==> src/rtl/axis_arb_pkg.sv <==
// Shared types and helpers for the AXI-Stream round-robin arbiter.
package axis_arb_pkg;

    // Widest supported requester count and the index width it needs.
    localparam int unsigned MAX_PORTS   = 16;
    localparam int unsigned IDX_MAX_W   = 4;

    typedef enum logic {
        IDLE   = 1'b0,
        LOCKED = 1'b1
    } arb_state_t;

    typedef struct packed {
        logic                 found;
        logic [IDX_MAX_W-1:0] idx;
    } rr_pick_t;

    // Index width for n requesters; never narrower than one bit.
    function automatic int unsigned idx_width(input int unsigned n);
        return (n <= 2) ? 1 : $clog2(n);
    endfunction

    // First set bit of valid[n-1:0], scanning ptr, ptr+1, ... modulo n.
    function automatic rr_pick_t rr_select(
        input logic [MAX_PORTS-1:0] valid,
        input logic [IDX_MAX_W-1:0] ptr,
        input int unsigned          n
    );
        rr_pick_t    pick;
        int unsigned j;
        pick = '0;
        for (int unsigned k = 0; k < MAX_PORTS; k++) begin
            if (k < n && !pick.found) begin
                j = (32'(ptr) + k) % n;
                if (valid[IDX_MAX_W'(j)]) begin
                    pick.found = 1'b1;
                    pick.idx   = IDX_MAX_W'(j);
                end
            end
        end
        return pick;
    endfunction

endpackage

==> src/rtl/axis_skid_buffer.sv <==
// Two-entry skid register: registers valid/data and breaks the ready path.
module axis_skid_buffer #(
    parameter int unsigned WIDTH = 8
) (
    input  logic             clk,
    input  logic             rst,
    input  logic             in_valid,
    output logic             in_ready,
    input  logic [WIDTH-1:0] in_data,
    output logic             out_valid,
    input  logic             out_ready,
    output logic [WIDTH-1:0] out_data
);

    logic             main_valid;
    logic             skid_valid;
    logic [WIDTH-1:0] main_data;
    logic [WIDTH-1:0] skid_data;

    // Ready depends only on registered state, so no combinational ready path.
    assign in_ready  = !skid_valid;
    assign out_valid = main_valid;
    assign out_data  = main_data;

    // Main register feeds the port; the skid register catches the beat
    // accepted in the cycle the downstream stalls.
    always_ff @(posedge clk) begin
        if (rst) begin
            main_valid <= 1'b0;
            skid_valid <= 1'b0;
            main_data  <= '0;
            skid_data  <= '0;
        end else if (out_ready || !main_valid) begin
            if (skid_valid) begin
                main_data  <= skid_data;
                main_valid <= 1'b1;
                skid_valid <= 1'b0;
            end else begin
                main_valid <= in_valid;
                if (in_valid) begin
                    main_data <= in_data;
                end
            end
        end else if (in_valid && in_ready) begin
            skid_valid <= 1'b1;
            skid_data  <= in_data;
        end
    end

endmodule

==> src/rtl/axis_rr_arbiter.sv <==
// Round-robin arbiter merging PORTS AXI-Stream requesters into one stream
// tagged with the source index. Grants are held for up to BURST_LEN beats.
// Optional output register stage: define AXIS_RR_ARBITER_OUTPUT_REG_EN.
module axis_rr_arbiter
    import axis_arb_pkg::*;
#(
    parameter int unsigned PORTS      = 4,
    parameter int unsigned DATA_WIDTH = 32,
    parameter int unsigned BURST_LEN  = 4
) (
    input  logic                           clk,
    input  logic                           rst,
    input  logic [PORTS-1:0]               input_valid,
    output logic [PORTS-1:0]               input_ready,
    input  logic [PORTS*DATA_WIDTH-1:0]    input_data,
    output logic                           output_valid,
    input  logic                           output_ready,
    output logic [DATA_WIDTH-1:0]          output_data,
    output logic [idx_width(PORTS)-1:0]    output_id
);

    localparam int unsigned IW = idx_width(PORTS);
    localparam int unsigned CW = $clog2(BURST_LEN + 1);

    arb_state_t      state, state_n;
    logic [IW-1:0]   grant, grant_n;
    logic [IW-1:0]   rr_ptr, rr_ptr_n;
    logic [CW-1:0]   beat_cnt, beat_cnt_n;

    logic                  core_valid;
    logic                  core_ready;
    logic [DATA_WIDTH-1:0] core_data;
    logic                  xfer;
    logic                  last_beat;
    rr_pick_t              pick;

    // Granted requester is passed straight through while locked.
    always_comb begin
        core_data   = input_data[grant*DATA_WIDTH +: DATA_WIDTH];
        core_valid  = 1'b0;
        input_ready = '0;
        if (state == LOCKED) begin
            core_valid         = input_valid[grant];
            input_ready[grant] = core_ready;
        end
    end

    // Next-state: pick in IDLE, count beats and release in LOCKED.
    always_comb begin
        state_n    = state;
        grant_n    = grant;
        rr_ptr_n   = rr_ptr;
        beat_cnt_n = beat_cnt;
        pick       = rr_select(MAX_PORTS'(input_valid), IDX_MAX_W'(rr_ptr), PORTS);
        xfer       = core_valid && core_ready;
        last_beat  = (beat_cnt == CW'(BURST_LEN - 1));
        case (state)
            IDLE: begin
                if (pick.found) begin
                    state_n    = LOCKED;
                    grant_n    = IW'(pick.idx);
                    beat_cnt_n = '0;
                end
            end
            LOCKED: begin
                if (xfer) begin
                    beat_cnt_n = beat_cnt + 1'b1;
                end
                // Final-beat transfer releases even if the requester stays valid.
                if ((xfer && last_beat) || !input_valid[grant]) begin
                    state_n  = IDLE;
                    rr_ptr_n = (grant == IW'(PORTS - 1)) ? '0 : grant + 1'b1;
                end
            end
            default: state_n = IDLE;
        endcase
    end

    // Arbiter state registers with synchronous reset.
    always_ff @(posedge clk) begin
        if (rst) begin
            state    <= IDLE;
            grant    <= '0;
            rr_ptr   <= '0;
            beat_cnt <= '0;
        end else begin
            state    <= state_n;
            grant    <= grant_n;
            rr_ptr   <= rr_ptr_n;
            beat_cnt <= beat_cnt_n;
        end
    end

`ifdef AXIS_RR_ARBITER_OUTPUT_REG_EN
    // Beats are counted on acceptance into the skid stage, not at the port.
    logic [DATA_WIDTH+IW-1:0] skid_out;

    axis_skid_buffer #(
        .WIDTH (DATA_WIDTH + IW)
    ) u_skid (
        .clk       (clk),
        .rst       (rst),
        .in_valid  (core_valid),
        .in_ready  (core_ready),
        .in_data   ({grant, core_data}),
        .out_valid (output_valid),
        .out_ready (output_ready),
        .out_data  (skid_out)
    );

    assign output_id   = skid_out[DATA_WIDTH +: IW];
    assign output_data = skid_out[DATA_WIDTH-1:0];
`else
    assign core_ready   = output_ready;
    assign output_valid = core_valid;
    assign output_data  = core_data;
    assign output_id    = grant;
`endif

endmodule

==> config.mk <==
export PLATFORM = sky130hd
export DESIGN_NAME = axis_rr_arbiter
export DESIGN_NICKNAME = d
export VERILOG_FILES = /design/src/rtl/axis_arb_pkg.sv /design/src/rtl/axis_skid_buffer.sv /design/src/rtl/axis_rr_arbiter.sv
export SDC_FILE = /design/constraint.sdc
export NUM_CORES = 1
export LEC_CHECK = 0
export CORE_MARGIN = 10
export CORE_UTILIZATION = 28
export DETAILED_ROUTE_END_ITERATION = 12
export PLACE_DENSITY = 0.95
export RECOVER_POWER = 50
export SLEW_MARGIN = 10
export SYNTH_ARGS = -nofsm -noshare
export SYNTH_HDL_FRONTEND = slang
export SYNTH_SLANG_ARGS = --single-unit
==> constraint.sdc <==
create_clock -name clk -period 2.38 [get_ports clk]
set_input_delay 0.238 -clock clk [delete_from_list [all_inputs] [get_ports clk]]
set_output_delay 0.238 -clock clk [all_outputs]
set_load 0.02 [all_outputs]
* Yosys cells after proc, flatten, opt, wreduce, memory -nomap -nowiden
Index checks and enable logic that the tools add are counted. W data, S select, Z words.
Storage, ports and cells: input port bits 135, output and inout port bits 39, flip-flop bits (word level) 8
Cells by class: bitwise logic cells 2, reduce and logical (&&, ||, !) cells 8, shifts and indexed selects 1, equal/unequal tests 4, add/sub/neg operators 5, order comparisons 6, mux-type cells 28
Operator list (count):
- $shiftx A128 B8 Y32 | 1
- $mux W5 | 7
- $lt A2 B5 Y1 const B | 4
- $bmux W1 S2 | 5
- $mux W1 | 9
- $mux W3 | 2
- $pmux W3 S2 | 1
- $reduce_and A2 Y1 | 3
- $add A2 B1 Y2 const B | 2
- $add A2 B2 Y2 const B | 2
- $and A4 B4 Y4 | 1
- $mux W4 | 1
- $add A3 B1 Y3 const B | 1
- $eq A3 B2 Y1 const B | 1
- $logic_and A1 B1 Y1 | 3
- $lt A2 B3 Y1 const B | 1
- $demux W1 S2 | 1
- $eq A2 B2 Y1 const B | 1
- $ge A2 B1 Y1 const B | 1
- $mux W2 | 1
- $ne A2 B1 Y1 const B | 1
- $ne A2 B2 Y1 const B | 1
- $pmux W1 S2 | 1
- $logic_not A1 Y1 | 1
- 2 further kinds | 2

* Longest topological paths before layout
depth in word-level cells 11, gate-level depth with buffers 6

* Least setup slack after synthesis
Ideal clock, no wire load.
kind register -> output, start point register grant[0] (netlist: output_id[0]), end point output output_data[10], path buffers 2, cell stages (with the launch flop) 4, slack 528 ps, arrival 1614 ps, cell sequence dfxtp_1 buf_6 buf_2 mux4_2
On the way: word-level cells in the longest chain between the ends 1
RTL lines:
- start: declaration | line axis_rr_arbiter.sv:26 | logic [IW-1:0] grant, grant_n;
- start signal: assignment | line axis_rr_arbiter.sv:88 | grant <= grant_n;
- $shiftx A128 B8 Y32 | line axis_rr_arbiter.sv:39 | core_data = input_data[grant*DATA_WIDTH +: DATA_WIDTH];
- end: declaration | line axis_rr_arbiter.sv:18 | output logic [DATA_WIDTH-1:0] output_data,
Every way passes these cells.

* Worst setup path in the final report
start point register grant[0] (netlist: output_id[0]), end point output output_data[4]
Same word-level chain as after synthesis.

==> results.txt <==
Hold_sp: beat_cnt[2]$_SDFFE_PP0P_
Clock latency on the worst-skew pair: 230 ps
Die area: 7950 um^2
Maximum operating frequency: 432 MHz
Number of failing hold endpoints at the final stage: 0
Utilization of the core after routing: 0.678
Routed Antenna Nets: 0
Die boundary height: 89.1 um
Placeable core region: 4690 um^2
Place WS: 225 ps
Number of nets produced by synthesis: 245
Setup-failing EPs final: 0
Synth area leaders: sky130_fd_sc_hd__mux4_2 54%, sky130_fd_sc_hd__dfxtp_1 12%, sky130_fd_sc_hd__ha_1 5.6%
Share of the yosys chip area belonging to registers: 0.120
Initial core utilization: 0.285
Ratio of routed vias to standard cells: 5.40
Pin count of the biggest net entering global routing: 24
Last weighted congestion value of the routability-driven placer: 0.848
Iteration-0 DRC Markers: 55
Required time at the endpoint of the critical path: 2140 ps
Share of power burned in registers: 0.144
Nets: 422
Reg-to-reg critical path endpoint: rr_ptr[1]$_SDFFE_PP0P_
R2R cell count: 6
Netlist area before placement: 1340 um^2
Post-detailed-placement half-perimeter wirelength: 7.63 mm
Sum of negative setup slack: 0 ps
Total track usage: 0.213
Ordered cell list for the critical path: buf_12 > mux4_2 > dlygate4sd3_1
Adder and majority gate portion of the synthesized area: 0.0561
Number of port buffers: 173
Count of different cell masters after synthesis: 30
Number of gates resized after cts: 0
Final clock skew: 3.85 ps
Syn avg cell area: 12.9 um^2
Register-to-register setup slack: 620 ps
Maximum VDD drop: 0.224 mV
Clock network power share: 0.156
Row cnt: 25
Worst path buffer plus inverter count: 2
Compound-cell area share of the yosys netlist: 0.104
Buffers from clock root to sink, at most: 2
Multiplexer fraction of the synthesized cell area: 0.595
Fraction of final layout cells with drive strength greater than 1: 0.176
Syn-to-layout area delta: 138%
Delay of the slowest critical-path stage: 670 ps
Proportion of total power due to net switching: 0.332
Kind of cell adding the most delay to the critical path: buffers and inverters
CTS buffer count: 3
Main synth FF type: sky130_fd_sc_hd__dfxtp_1
Proportion of power drawn by combinational gates: 0.700
Critical path capture point type: output port
Initial antenna violation count: 0
Part of the cycle the worst path needs: 0.973
Post-layout worst setup margin: 64.4 ps
Via count of the first global-routing pass: 1993
Remaining routing DRC violations: 0
CTS clk-pin slew, worst paths: 40 ps
Flip-flop and latch count after synthesis: 8
WL final: 8.73 mm
Remaining global-route overflow: 0
Post-CTS Hold Buffers: 0
Post-Synth XOR/XNOR Area: 0
Origin of the critical flop-to-flop path: beat_cnt[0]$_SDFFE_PP0P_
Number of ports placed on the die boundary: 174
Sw power: 360 uW
RSZ-0062 raised after global routing: no
Clock period minus worst slack: 2320 ps
Wire length of the first global-routing pass: 12.4 mm
Die boundary width: 89.1 um
Count of clock tree sinks: 8
Cell type with the largest total area after synthesis: sky130_fd_sc_hd__mux4_2
Yosys top cell area share: 0.538
Total internal power: 725 uW
Startpoint class of the critical path: flip-flop
Vias: 1797
FFs w/ async S/R, synth: 0
Buffer type at the clock tree root: sky130_fd_sc_hd__clkbuf_8
Post-CTS Setup Bufs: 0
Clock tree from TritonCTS: yes
Count of inserted antenna diode cells: 0
Ys Warns: 0
Path type of the worst min-delay path: flip-flop to flip-flop
Post-Syn Instances: 104
Result of the run: completed
Biggest fanout along the worst timing path: 23
Total power divided by cell area: 341 nW/um^2
Least-Margin Pin Slew: 1160 ps
Slowest stage cell, crit path: sky130_fd_sc_hd__dlygate4sd3_1
Count of flip-flops with a built-in enable after synthesis: 0
Number of slew-limit violations in the final report: 0
Leak Pwr: 1.14 nW
Worst Hold Path Cells: 2
Fraction of the mapped netlist area in simple logic gates: 0.0682
CTS HTree Levels: 1
Average wire length per cell after detail routing: 26.2 um
Combinational family with the most area after synthesis: multiplexers
Drt pass-1 iters: 4
Arrival time of the worst setup path: 2080 ps
Critical path type: flip-flop to output port
Terminating pin of the worst hold path: beat_cnt[2]$_SDFFE_PP0P_
Number of maximum-capacitance constraint violations: 0
Worst slew slack as a fraction of its limit: 0.217
sequential cells by signal, summed over array words and instances, names as in the netlist:
name       cells
state          1
beat_cnt       3
output_id      2
rr_ptr         2
routing by layer:
| layer | up-vias | track usage | wire length, um |
|---|---|---|---|
| met4 | 0 | 0.101 | 397 |
| met5 | - | 0 | 0 |
| li1 | 798 | - | - |
| met3 | 27 | 0.0839 | 1020 |
| met2 | 119 | 0.394 | 4400 |
| met1 | 853 | 0.201 | 2920 |
metrics by stage:
step	cells	hold slack (ps)	instance area, um^2	total power [mW]
after floorplan	104	408	1340	0.493
after global placement	330	458	3160	0.916
after detailed placement	330	467	3160	0.929
after CTS	333	472	3200	1.10
after global routing	333	493	3180	1.13
final	333	472	3180	1.09
cell type report:
| type | count | area, um^2 |
|---|---|---|
| fillers | 348 | 1510 |
| clock buffers | 3 | 41.3 |
| well taps | 54 | 67.6 |
| multi-input cells | 79 | 1080 |
| flip-flops and latches | 8 | 161 |
| inverters | 8 | 30.0 |
| repair buffers | 181 | 1800 |
how the worst max path moves through the flow:
stage                              startpoint              end  slack (ps)  cells past startpoint
floorplan           output_id[0]$_SDFFE_PP0P_  output_data[10]         530                      3
global placement               input_valid[1]     output_valid         230                      5
detailed placement             input_valid[2]     output_valid         220                      5
CTS                 output_id[0]$_SDFFE_PP0P_  output_data[11]          60                      3
global route        output_id[0]$_SDFFE_PP0P_   output_data[4]          10                      3
finish              output_id[0]$_SDFFE_PP0P_   output_data[4]          60                      3
Yosys cell counts (2+ instances only):
library cell,n
sky130_fd_sc_hd__mux2_4,2
sky130_fd_sc_hd__dfxtp_1,8
sky130_fd_sc_hd__o221ai_1,2
sky130_fd_sc_hd__ha_1,6
sky130_fd_sc_hd__mux2i_1,2
sky130_fd_sc_hd__or2_2,2
sky130_fd_sc_hd__inv_1,8
sky130_fd_sc_hd__and3_1,4
sky130_fd_sc_hd__buf_2,4
sky130_fd_sc_hd__buf_1,3
sky130_fd_sc_hd__nand3_1,4
sky130_fd_sc_hd__nand2_1,3
sky130_fd_sc_hd__mux4_2,32
sky130_fd_sc_hd__a21oi_1,8
power by group through the flow:
stage | registers (mW) | logic [mW] | clock network [mW]
after floorplan | 0.157 | 0.336 | 0
after CTS | 0.157 | 0.775 | 0.167
final | 0.157 | 0.760 | 0.169
after global routing | 0.158 | 0.799 | 0.174
after detailed placement | 0.159 | 0.770 | 0
after global placement | 0.158 | 0.758 | 0
cells in the final DEF, fill, tap and decap left out, drive strengths merged, types with 2 or more instances in the layout:
cell type	instances
clkdlybuf4s50	167
mux4	33
buf	9
inv	8
a21oi	8
dfxtp	8
ha	6
and3	4
nand3	4
dlygate4sd3	4
clkbuf	4
nand2	3
mux2i	2
or2	2
o221ai	2
mux2	2
worst reg2reg max path: stages, from the launching register on:
cell	delay [ps]
sky130_fd_sc_hd__dfxtp_1	350
sky130_fd_sc_hd__ha_1	180
sky130_fd_sc_hd__ha_1	180
sky130_fd_sc_hd__a21boi_0	90
sky130_fd_sc_hd__a221oi_1	480
sky130_fd_sc_hd__mux2i_1	280
sky130_fd_sc_hd__nor2_1	70
cells by family after synthesis:
family                     Yosys count
and+or+nand+nor                     17
buffers and inverters               17
DFF                                  8
AOI/OAI and AO/OA                   19
adders and majority gates            6
muxes                               37
No activity file was read; power rests on OpenSTA's default activity.
